File: src/rtl/pwm_fade_ctrl.sv
// Eight-channel PWM duty fade controller: accepts per-channel targets, ramps each
// channel one step per fade tick (or jumps when forced) and loads duties round-robin.
module pwm_fade_ctrl #(
  parameter int STEP_DIV = 100,
  parameter int MAX_DUTY = 99
) (
  input  logic       clk,
  input  logic       rst,
  input  logic       req_valid,
  output logic       req_ready,
  input  logic [2:0] req_chan,
  input  logic [6:0] req_target,
  input  logic       req_enable,
  input  logic       req_immediate,
  output logic [6:0] duty_in,
  output logic [2:0] channel_sel,
  output logic       load_duty,
  output logic [7:0] enable_pwm,
  output logic [7:0] busy
);

  localparam logic [0:0]  ST_IDLE   = 1'b0;
  localparam logic [0:0]  ST_LOAD   = 1'b1;
  localparam logic [15:0] TICK_LAST = 16'(STEP_DIV - 1);
  localparam logic [6:0]  DUTY_CEIL = 7'(MAX_DUTY);

  logic [6:0]  cur_r [8];
  logic [6:0]  tgt_r [8];
  logic [7:0]  en_r;
  logic [7:0]  pend_r;
  logic [7:0]  frc_r;
  logic [2:0]  ptr_r;
  logic [15:0] tick_r;
  logic [0:0]  state_r;
  logic [6:0]  duty_r;
  logic [2:0]  chan_r;
  logic        load_r;

  logic        tick_hit_s;
  logic [7:0]  eligible_s;
  logic        found_s;
  logic        do_grant_s;
  logic [2:0]  grant_idx_s;
  logic [2:0]  scan_s;
  logic [6:0]  next_cur_s;
  logic [6:0]  req_tgt_s;
  logic [7:0]  grant_mask_s;
  logic [7:0]  force_mask_s;
  logic [7:0]  pend_next_s;
  logic [7:0]  frc_next_s;

  assign req_ready   = ~rst;
  assign duty_in     = duty_r;
  assign channel_sel = chan_r;
  assign load_duty   = load_r;
  assign enable_pwm  = en_r;

  assign tick_hit_s  = (tick_r == TICK_LAST);
  assign eligible_s  = pend_r | frc_r;
  assign do_grant_s  = found_s && (state_r == ST_IDLE);
  assign req_tgt_s   = (req_target > DUTY_CEIL) ? DUTY_CEIL : req_target;

  // Per-channel "not yet at target" flags.
  always_comb begin
    busy = 8'h00;
    for (int i = 0; i < 8; i++) begin
      busy[i] = (cur_r[i] != tgt_r[i]);
    end
  end

  // Round-robin search for the first eligible channel starting at ptr.
  always_comb begin
    found_s     = 1'b0;
    grant_idx_s = 3'd0;
    scan_s      = 3'd0;
    for (int k = 0; k < 8; k++) begin
      scan_s = ptr_r + 3'(k);
      if (!found_s && eligible_s[scan_s]) begin
        found_s     = 1'b1;
        grant_idx_s = scan_s;
      end else begin
        found_s     = found_s;
        grant_idx_s = grant_idx_s;
      end
    end
  end

  // Duty value the granted channel moves to: forced jump, or one step toward target.
  always_comb begin
    next_cur_s = cur_r[grant_idx_s];
    if (frc_r[grant_idx_s]) begin
      next_cur_s = tgt_r[grant_idx_s];
    end else if (cur_r[grant_idx_s] < tgt_r[grant_idx_s]) begin
      next_cur_s = cur_r[grant_idx_s] + 7'd1;
    end else if (cur_r[grant_idx_s] > tgt_r[grant_idx_s]) begin
      next_cur_s = cur_r[grant_idx_s] - 7'd1;
    end else begin
      next_cur_s = cur_r[grant_idx_s];
    end
  end

  // Grant clears win over a same-edge tick so a pending step is never queued twice;
  // a same-edge immediate request re-arms force after the grant consumed the old one.
  always_comb begin
    grant_mask_s = do_grant_s ? (8'b1 << grant_idx_s) : 8'h00;
    force_mask_s = (req_valid && req_immediate) ? (8'b1 << req_chan) : 8'h00;
    pend_next_s  = (tick_hit_s ? (pend_r | busy) : pend_r) & ~grant_mask_s;
    frc_next_s   = (frc_r & ~grant_mask_s) | force_mask_s;
  end

  // Fade tick divider.
  always_ff @(posedge clk or posedge rst) begin
    if (rst) begin
      tick_r <= 16'd0;
    end else if (tick_hit_s) begin
      tick_r <= 16'd0;
    end else begin
      tick_r <= tick_r + 16'd1;
    end
  end

  // Per-channel duty, target, enable and request-flag state.
  always_ff @(posedge clk or posedge rst) begin
    if (rst) begin
      for (int i = 0; i < 8; i++) begin
        cur_r[i] <= 7'd0;
        tgt_r[i] <= 7'd0;
      end
      en_r   <= 8'h00;
      pend_r <= 8'h00;
      frc_r  <= 8'h00;
      ptr_r  <= 3'd0;
    end else begin
      pend_r <= pend_next_s;
      frc_r  <= frc_next_s;
      if (do_grant_s) begin
        cur_r[grant_idx_s] <= next_cur_s;
        ptr_r              <= grant_idx_s + 3'd1;
      end
      if (req_valid) begin
        tgt_r[req_chan] <= req_tgt_s;
        en_r[req_chan]  <= req_enable;
      end
    end
  end

  // Load sequencer: one strobe per grant, then a mandatory LOAD cycle.
  always_ff @(posedge clk or posedge rst) begin
    if (rst) begin
      state_r <= ST_IDLE;
      duty_r  <= 7'd0;
      chan_r  <= 3'd0;
      load_r  <= 1'b0;
    end else begin
      case (state_r)
        ST_IDLE: begin
          if (do_grant_s) begin
            duty_r  <= next_cur_s;
            chan_r  <= grant_idx_s;
            load_r  <= 1'b1;
            state_r <= ST_LOAD;
          end else begin
            load_r  <= 1'b0;
          end
        end
        ST_LOAD: begin
          load_r  <= 1'b0;
          state_r <= ST_IDLE;
        end
        default: begin
          load_r  <= 1'b0;
          state_r <= ST_IDLE;
        end
      endcase
    end
  end

endmodule

File: config.mk
export PLATFORM = sky130hd
export DESIGN_NAME = pwm_fade_ctrl
export DESIGN_NICKNAME = d
export VERILOG_FILES = /design/src/rtl/pwm_fade_ctrl.sv
export SDC_FILE = /design/constraint.sdc
export NUM_CORES = 1
export LEC_CHECK = 0
export ABC_AREA = 1
export CELL_PAD_IN_SITES_DETAIL_PLACEMENT = 2
export CELL_PAD_IN_SITES_GLOBAL_PLACEMENT = 2
export CORE_ASPECT_RATIO = 0.8
export CORE_MARGIN = 8
export CORE_UTILIZATION = 36
export DETAILED_ROUTE_END_ITERATION = 8
export PLACE_DENSITY = 0.89
export RECOVER_POWER = 25
export SLEW_MARGIN = 20
export SYNTH_ARGS = -nofsm -noshare
export SYNTH_HDL_FRONTEND = slang
export SYNTH_SLANG_ARGS = --single-unit
File: constraint.sdc
create_clock -name clk -period 6.8 [get_ports clk]
set_clock_uncertainty 0.1 [all_clocks]
set_input_delay 1.02 -clock clk [delete_from_list [all_inputs] [get_ports clk]]
set_output_delay 1.02 -clock clk [all_outputs]
set_load 0.005 [all_outputs]
---- Word level (Yosys, flattened, before mapping) ----
Index checks and enable logic that the tools add are counted.
storage, ports and cells
  register bits ........................... 166
  input bits .............................. 15
  output and inout bits ................... 28
  word-level logic and storage cells ...... 153
operators by class
  $add $sub $neg .......................... 11
  magnitude comparators ................... 18
  eq/ne operators ......................... 9
  shift-type cells ........................ 2
  mux-type cells .......................... 59
  bitwise gates (word level) .............. 10
  reductions and logical operators ........ 20
operator list
  operator                                               count
  bitwise mux 56 bit                                     2
  2-to-1 mux 7 bit                                       10
  != test 7 bit                                          8
  binary-select mux 7 bit (select 3 bit)                 2
  demux 7 bit (select 3 bit)                             2
  < comparator 3 x 4 -> 1 bit (second input constant)    10
  binary-select mux 1 bit (select 3 bit)                 9
  2-to-1 mux 3 bit                                       8
  2-to-1 mux 8 bit                                       3
  OR 8 bit                                               3
  2-to-1 mux 1 bit                                       19
  adder 16 x 1 -> 16 bit (second input constant)         1
  bitwise AND 8 bit                                      2
  equality test 16 x 7 -> 1 bit (second input constant)  1
  2-to-1 mux 16 bit                                      1
  << shifter 1 x 3 -> 8 bit (first input constant)       2
  adder 3 bit (second input constant)                    4
  logical AND 1 bit                                      12
  bitwise mux 8 bit                                      1
  >= comparator 4 bit (second input constant)            2
  < comparator 4 x 1 -> 1 bit (second input constant)    2
  NOT 3 -> 4 bit                                         2
  NOT 8 bit                                              1
  adder 7 x 1 -> 7 bit (second input constant)           1
  12 further kinds                                       21

---- Depth between registers and ports, before layout ----
Gate-level depths: netlist of run 1.
  word-level depth ........................ 34
  gate-level depth with buffers ........... 40
  mapped depth without buffers ............ 37

---- Least setup slack after synthesis of run 1 ----
No wires, ideal clock.
  kind .................................... input to output
  start ................................... input rst
  end ..................................... output req_ready
  arrival ................................. 4459 ps
  path slack .............................. 1221 ps
  stages .................................. 1
  path through ............................ inv_1
between the ends
  word-level cells in the longest chain between the ends .. 1
ends and longest elaborated chain
  item                RTL line  text
  start: declaration  8         input logic rst,
  NOT 1 bit           52        assign req_ready = ~rst;
  end: declaration    10        output logic req_ready,
Every way passes these cells.

---- Worst setup path after layout of run 1 ----
  start ................................... register ptr_r[1]
  end ..................................... register duty_r[2] (netlist: duty_in[2])
between the ends
  word-level cells in the longest chain between the ends .. 32
ends and longest elaborated chain
  item                                                           RTL line  text
  start: declaration                                             32        logic [2:0] ptr_r;
  start signal: assignment                                       138       ptr_r <= grant_idx_s + 3'd1;
  branches (longest 32 deep; another with adder 3 x 1 -> 3 bit)  -
  end signal: assignment                                         158       duty_r <= next_cur_s;
  end: declaration                                               35        logic [6:0] duty_r;
Parallel ways; which one is timed is not known. The select of a mux whose other input is x is not followed.
A chain may end at the register's enable or synchronous reset.

==> impl_metrics.tcl, run 1 <==
set metrics [dict create \
    status "complete, but fails checks" \
    violations "capacitance limit, slew limit" \
    crit_buf_inv 5 \
    clock.fmax_mhz 157 \
    crit_top_cell "nand2_1" \
    drive_gt1_share_pct 7.90 \
    hp-start "tick_r[15]$_DFF_PP0_" \
    holdPathEnd "tick_r[15]$_DFF_PP0_" \
    synth_top_area_share_pct 41.6 \
    max_stage_delay_ps 610 \
    r2r_slack_ps 440 \
    yosysTopAreaCell "dfrtp_1" \
    area_growth_pct 13.3 \
    grt_max_degree 73 \
    grt.total_usage_pct 24.0 \
    path_delay_family "simple AND/OR/NAND/NOR gates" \
    holdWs_ps 377 \
    routabilityCongestion 0.889 \
    worstPathMaxFanout 36 \
    slowest_stage "dfrtp_1" \
    setup_viol 0 \
    syn_inst 1352 \
    avgSynthCellArea_um2 7.39 \
    ctsHtreeMaxLevel 4 \
    cap_violations 2 \
    fin_crit_sh_pct 93.6 \
    dpl-instance-area_um2 10700 \
    cts_tree "built" \
    synth.area.top_cells "dfrtp_1 (42%), nand2_1 (19%), o21ai_0 (5.9%), inv_1 (4.8%), nand3_1 (3.2%)" \
    r2r_cells 29 \
    postLayoutCellArea_um2 11300 \
    portBuffers 42 \
    fp.dieW_um 202 \
    ys_seq_elements 166 \
    antennaDiodeCount 0 \
    clk_path_buf_depth 2 \
    required_ps 7060 \
    clk_latency_ps 460 \
    ys_warn_count 0 \
    yosysUniqueCellTypes 54 \
    wire_per_inst_um 22.4 \
    vias 9475 \
    first_iter_violations 592 \
    antenna_found_initial 1 \
    min_path_type "flip-flop to flip-flop" \
    reg2reg_to "duty_in[2]$_DFFE_PP0P_" \
    numCtsBuffers 17 \
    synth_nets 1385 \
    grt_pass1_vias 10479 \
    fin_nets 1413 \
    relSlewSlack_pct -33.5 \
    grt_overflow 0 \
    crit_arrival_ps 6620 \
    drtPass1Iterations 4 \
    endpoint_kind "flip-flop" \
    grt_pass1_wl_um 61600 \
    min_delay_path_depth 1 \
    vias_per_cell 5.39 \
    routed_wirelength_um 39400 \
    worst_pin_slew_ps 2000 \
    start_util_pct 36.6 \
    r2r_start "ptr_r[1]$_DFFE_PP0P_" \
    io_pins 43 \
    dieHeight_um 165 \
    tns_ps 0 \
    dp.final_hpwl_um 28800 \
    rows 54 \
    startpoint_type "flip-flop" \
    postCtsSetupBuffers 0 \
    clkTransAtPathRegs_ps 70 \
    cts_sinks 166 \
    rsz0062_at_grt "false" \
    synth_area_um2 9990 \
    final_hold_viol_count 0 \
    finalMaxSlewViolations 115 \
    root_buffer "clkbuf_16" \
    die_area_um2 33400 \
    post-route-drc-count 0 \
    criticalPathCategory "flip-flop to flip-flop" \
    ant_nets 0 \
    min_period_ps 6360 \
    ys_seq_area_share_pct 41.6 \
    core_um2 27300 \
]
-- cell usage after synthesis, drive strengths merged --
master,number
or4,1
a22o,2
nand2,513
nor3,12
clkbuf,14
a31oi,3
o22ai,5
a21oi,21
xnor2,30
xor2,32
mux2i,1
nor2,96
o21a,1
buf,25
a22oi,3
o2111ai,1
ha,18
and2,1
nand3b,7
inv,146
nand4,22
nor3b,1
nor4,10
a211oi,2
a221oi,1
nand3,66
dfrtp,166
or2,6
o21ai,140
o211ai,2
clkinv,4
-- worst register-to-register path, delay by kind of cell (launching register included) --
kind                       cells  cell delay [ps]
buffers and inverters          5              920
DFF                            1              610
AOI/OAI and AO/OA              6             1380
adders and majority gates      2              560
xor gates and xnor gates       1              170
and+or+nand+nor               15             2530
-- kinds of logic after synthesis --
logic type | share of synthesized area, %
AO/OA/AOI/OAI | 10.5
XOR/XNOR | 5.66
adder cells (fa/ha/maj) | 2.25
buffers and inverters | 8.21
flip-flops | 41.6
multiplexers | 0.100
AND/OR/NAND/NOR | 31.7
-- area by class of cell --
type,instances,area (µm²)
Fill cell,3248,16000
Tap cell,364,455
Sequential cell,166,4150
Clock inverter,12,200
Clock buffer,20,457
Multi-Input combinational cell,997,5020
Timing Repair Buffer,48,467
Inverter,150,574
-- placed cells by master, fill, tap and decap left out, types with 3 or more instances in the layout --
master           instances
nand2_1                505
dfrtp_1                166
inv_1                  128
o21ai_0                117
nor2_1                  82
nand3_1                 64
xor2_1                  30
xnor2_1                 29
dlygate4sd3_1           23
clkdlybuf4s50_1         19
a21oi_1                 18
ha_1                    18
nand4_1                 17
clkbuf_16               17
inv_2                   15
o21ai_2                 12
nor3_1                  12
o21ai_1                 11
nor4_1                  10
nor2_4                   9
nand3b_1                 7
nand2_2                  5
nor2_2                   5
o22ai_1                  5
bufinv_16                5
or2_2                    4
buf_4                    4
nand4_2                  3
nand2_4                  3
clkinv_4                 3
a22oi_1                  3
clkinv_1                 3
clkinvlp_4               3
-- layer usage --
metal / vias to the layer above / wire, µm / track usage (%)
met5: - / 0 / 0
li1: 4328 / - / -
met3: 64 / 1520 / 4.47
met4: 0 / 948 / 7.24
met2: 206 / 19000 / 41.2
met1: 4877 / 17900 / 30.4
-- registers in the layout (all words and copies together), names as in the netlist --
register     count
channel_sel      3
cur_r           56
duty_in          7
enable_pwm       8
frc_r            8
pend_r           8
ptr_r            3
state_r          1
tgt_r           56
tick_r          16
-- metrics by stage --
step	cells	setup WS, ps	util [%]
final	1757	438	41.5
after floorplan	1352	1150	-
after global routing	1757	32.9	41.5
after CTS	1757	497	41.5
after detailed placement	1725	672	39.1
after global placement	1725	948	39.1
-- repair_timing --
action | 4_1_cts | 5_1_grt
hold endpoints to repair | 0 | 0
gates resized for setup | 0 | 3
endpoints found under the setup margin | 0 | 8
hold buffers | 0 | 0
-- worst max path at each step --
stage	from	to	slack [ps]	depth (start not counted)
after floorplan	rst	channel_sel[0]$_DFFE_PP0P_	1150	1
after global placement	ptr_r[1]$_DFFE_PP0P_	duty_in[2]$_DFFE_PP0P_	950	30
after detailed placement	ptr_r[1]$_DFFE_PP0P_	duty_in[2]$_DFFE_PP0P_	670	31
after CTS	ptr_r[1]$_DFFE_PP0P_	duty_in[2]$_DFFE_PP0P_	500	29
after global routing	ptr_r[0]$_DFFE_PP0P_	cur_r[37]$_DFFE_PP0P_	30	30
final	ptr_r[1]$_DFFE_PP0P_	duty_in[2]$_DFFE_PP0P_	440	29
Power of run 1 is left out: the tool's default activity adds up to more than one toggle a clock period on the data nets, which glitch-free logic cannot reach.
==> inputs of run 2 (changes only) <==
CORE_ASPECT_RATIO = 1.1   (was 0.8)
==> run 2 against run 1 <==
Compared with the run above:
- the flow now finishes without violations
- critical endpoint is now cur_r[44]$_DFFE_PP0P_
- final cell count up 0.11%
- critical path type unchanged
- count of clock-buffer cells in the layout stayed put
- routed wire length grew 2.0%
==> impl_metrics.tcl, run 2 (same netlist as run 1, synthesis figures left out) <==
set metrics [dict create \
    max_stage_delay_ps 570 \
    mostFrequentLayoutCell "nand2_1" \
    largest_registers "cur_r x56, tgt_r x56, tick_r x16" \
    fin_crit_sh_pct 91.3 \
    grt_pass1_vias 10745 \
    final_hold_viol_count 0 \
    routed_wirelength_um 40200 \
    nFillCells 3275 \
    r2r_cells 30 \
    finalMaxSlewViolations 0 \
    antennaDiodeCount 0 \
    drtPass1Iterations 5 \
    startpoint_type "flip-flop" \
    postLayoutCellArea_um2 11300 \
    rows 64 \
    cts_tree "built" \
    clk_latency_ps 450 \
    rsz0062_at_grt "false" \
    crit_arrival_ps 6460 \
    cts_sinks 166 \
    core_um2 27500 \
    grt_overflow 0 \
    required_ps 7050 \
    relSlewSlack_pct 33.0 \
    start_util_pct 36.3 \
    portBuffers 42 \
    grt_max_degree 80 \
    tns_ps 0 \
    ctsHtreeMaxLevel 4 \
    cap_violations 0 \
    vias 9509 \
    crit_cells 30 \
    dp.final_hpwl_um 29900 \
    post-route-drc-count 0 \
    setup_viol 0 \
    first_iter_violations 631 \
    area_growth_pct 13.1 \
    endpoint_kind "flip-flop" \
    min_path_type "flip-flop to flip-flop" \
    drive_gt1_share_pct 8.09 \
    clock.fmax_mhz 161 \
    io_pins 43 \
    numCtsBuffers 17 \
    clk_path_buf_depth 2 \
    clkTransAtPathRegs_ps 70 \
    path_delay_family "simple AND/OR/NAND/NOR gates" \
    crit_buf_inv 7 \
    ctsHoldBuffers 0 \
    crit_top_cell "nand2_1" \
    routabilityCongestion 0.903 \
    wire_per_inst_um 22.8 \
    antenna_found_initial 0 \
    root_buffer "clkbuf_16" \
    dieHeight_um 191 \
    criticalPathCategory "flip-flop to flip-flop" \
    ant_nets 0 \
    postCtsSetupBuffers 0 \
    fin_nets 1416 \
    min_delay_path_depth 1 \
    min_period_ps 6210 \
    fp.dieW_um 175 \
    status "finished, final reports clean" \
    slowest_stage "dfrtp_1" \
    worst_pin_slew_ps 1000 \
    grt_pass1_wl_um 63000 \
    final_cell_mix "nand2_1 (505), dfrtp_1 (166), inv_1 (128), o21ai_0 (117), nor2_1 (82)" \
    grt.total_usage_pct 24.6 \
    cts-resized-gates 0 \
    worstPathMaxFanout 78 \
    die_area_um2 33400 \
    vias_per_cell 5.41 \
    dpl-instance-area_um2 10700 \
]
## run 2: area by class of cell
class	count	area [µm²]	area share, %
sequential	166	4150	36.8
clock inverter	12	146	1.30
inverter	150	576	5.09
multi-input combinational	997	5020	44.4
clock buffer	20	457	4.04
tap	363	454	4.02
timing repair buffer	51	497	4.39
## run 2: worst paths after layout
path / from / to / slack (ps)
worst max-delay path: ptr_r[1]$_DFFE_PP0P_ / cur_r[44]$_DFFE_PP0P_ / 590
worst min-delay path: tick_r[15]$_DFF_PP0_ / tick_r[15]$_DFF_PP0_ / 370
worst max register to register: ptr_r[1]$_DFFE_PP0P_ / cur_r[44]$_DFFE_PP0P_ / 590
worst min register to register: tick_r[15]$_DFF_PP0_ / tick_r[15]$_DFF_PP0_ / 370
max in group asynchronous: rst / tgt_r[50]$_DFFE_PP0P_ / 4340
min in group asynchronous: rst / cur_r[22]$_DFFE_PP0P_ / 1120
## run 2: per-layer routing
| metal | routed length (µm) | global-route usage [%] | up-vias |
|---|---|---|---|
| met3 | 1390 | 3.70 | 97 |
| met4 | 1690 | 10.8 | 0 |
| met2 | 20200 | 43.6 | 214 |
| li1 | - | - | 4351 |
| met5 | 0 | 0 | - |
| met1 | 16900 | 29.0 | 4847 |
## run 2: stage by stage
stage	util, %	std cells	hold WS (ps)	setup WS, ps
floorplan	-	1352	333	1150
global placement	38.9	1727	358	1120
detailed placement	38.9	1727	356	848
CTS	41.0	1759	372	722
global route	41.0	1759	373	181
finish	41.0	1759	367	594
Power of run 2 is left out for the same reason.
==> inputs of run 3 (changes only) <==
ABC_CLOCK_PERIOD_IN_PS = 6800   (was default)
==> results of run 3 <==
The final DEF is identical to that of run 2; final timing and power are the same.
Power of run 3 is left out for the same reason.
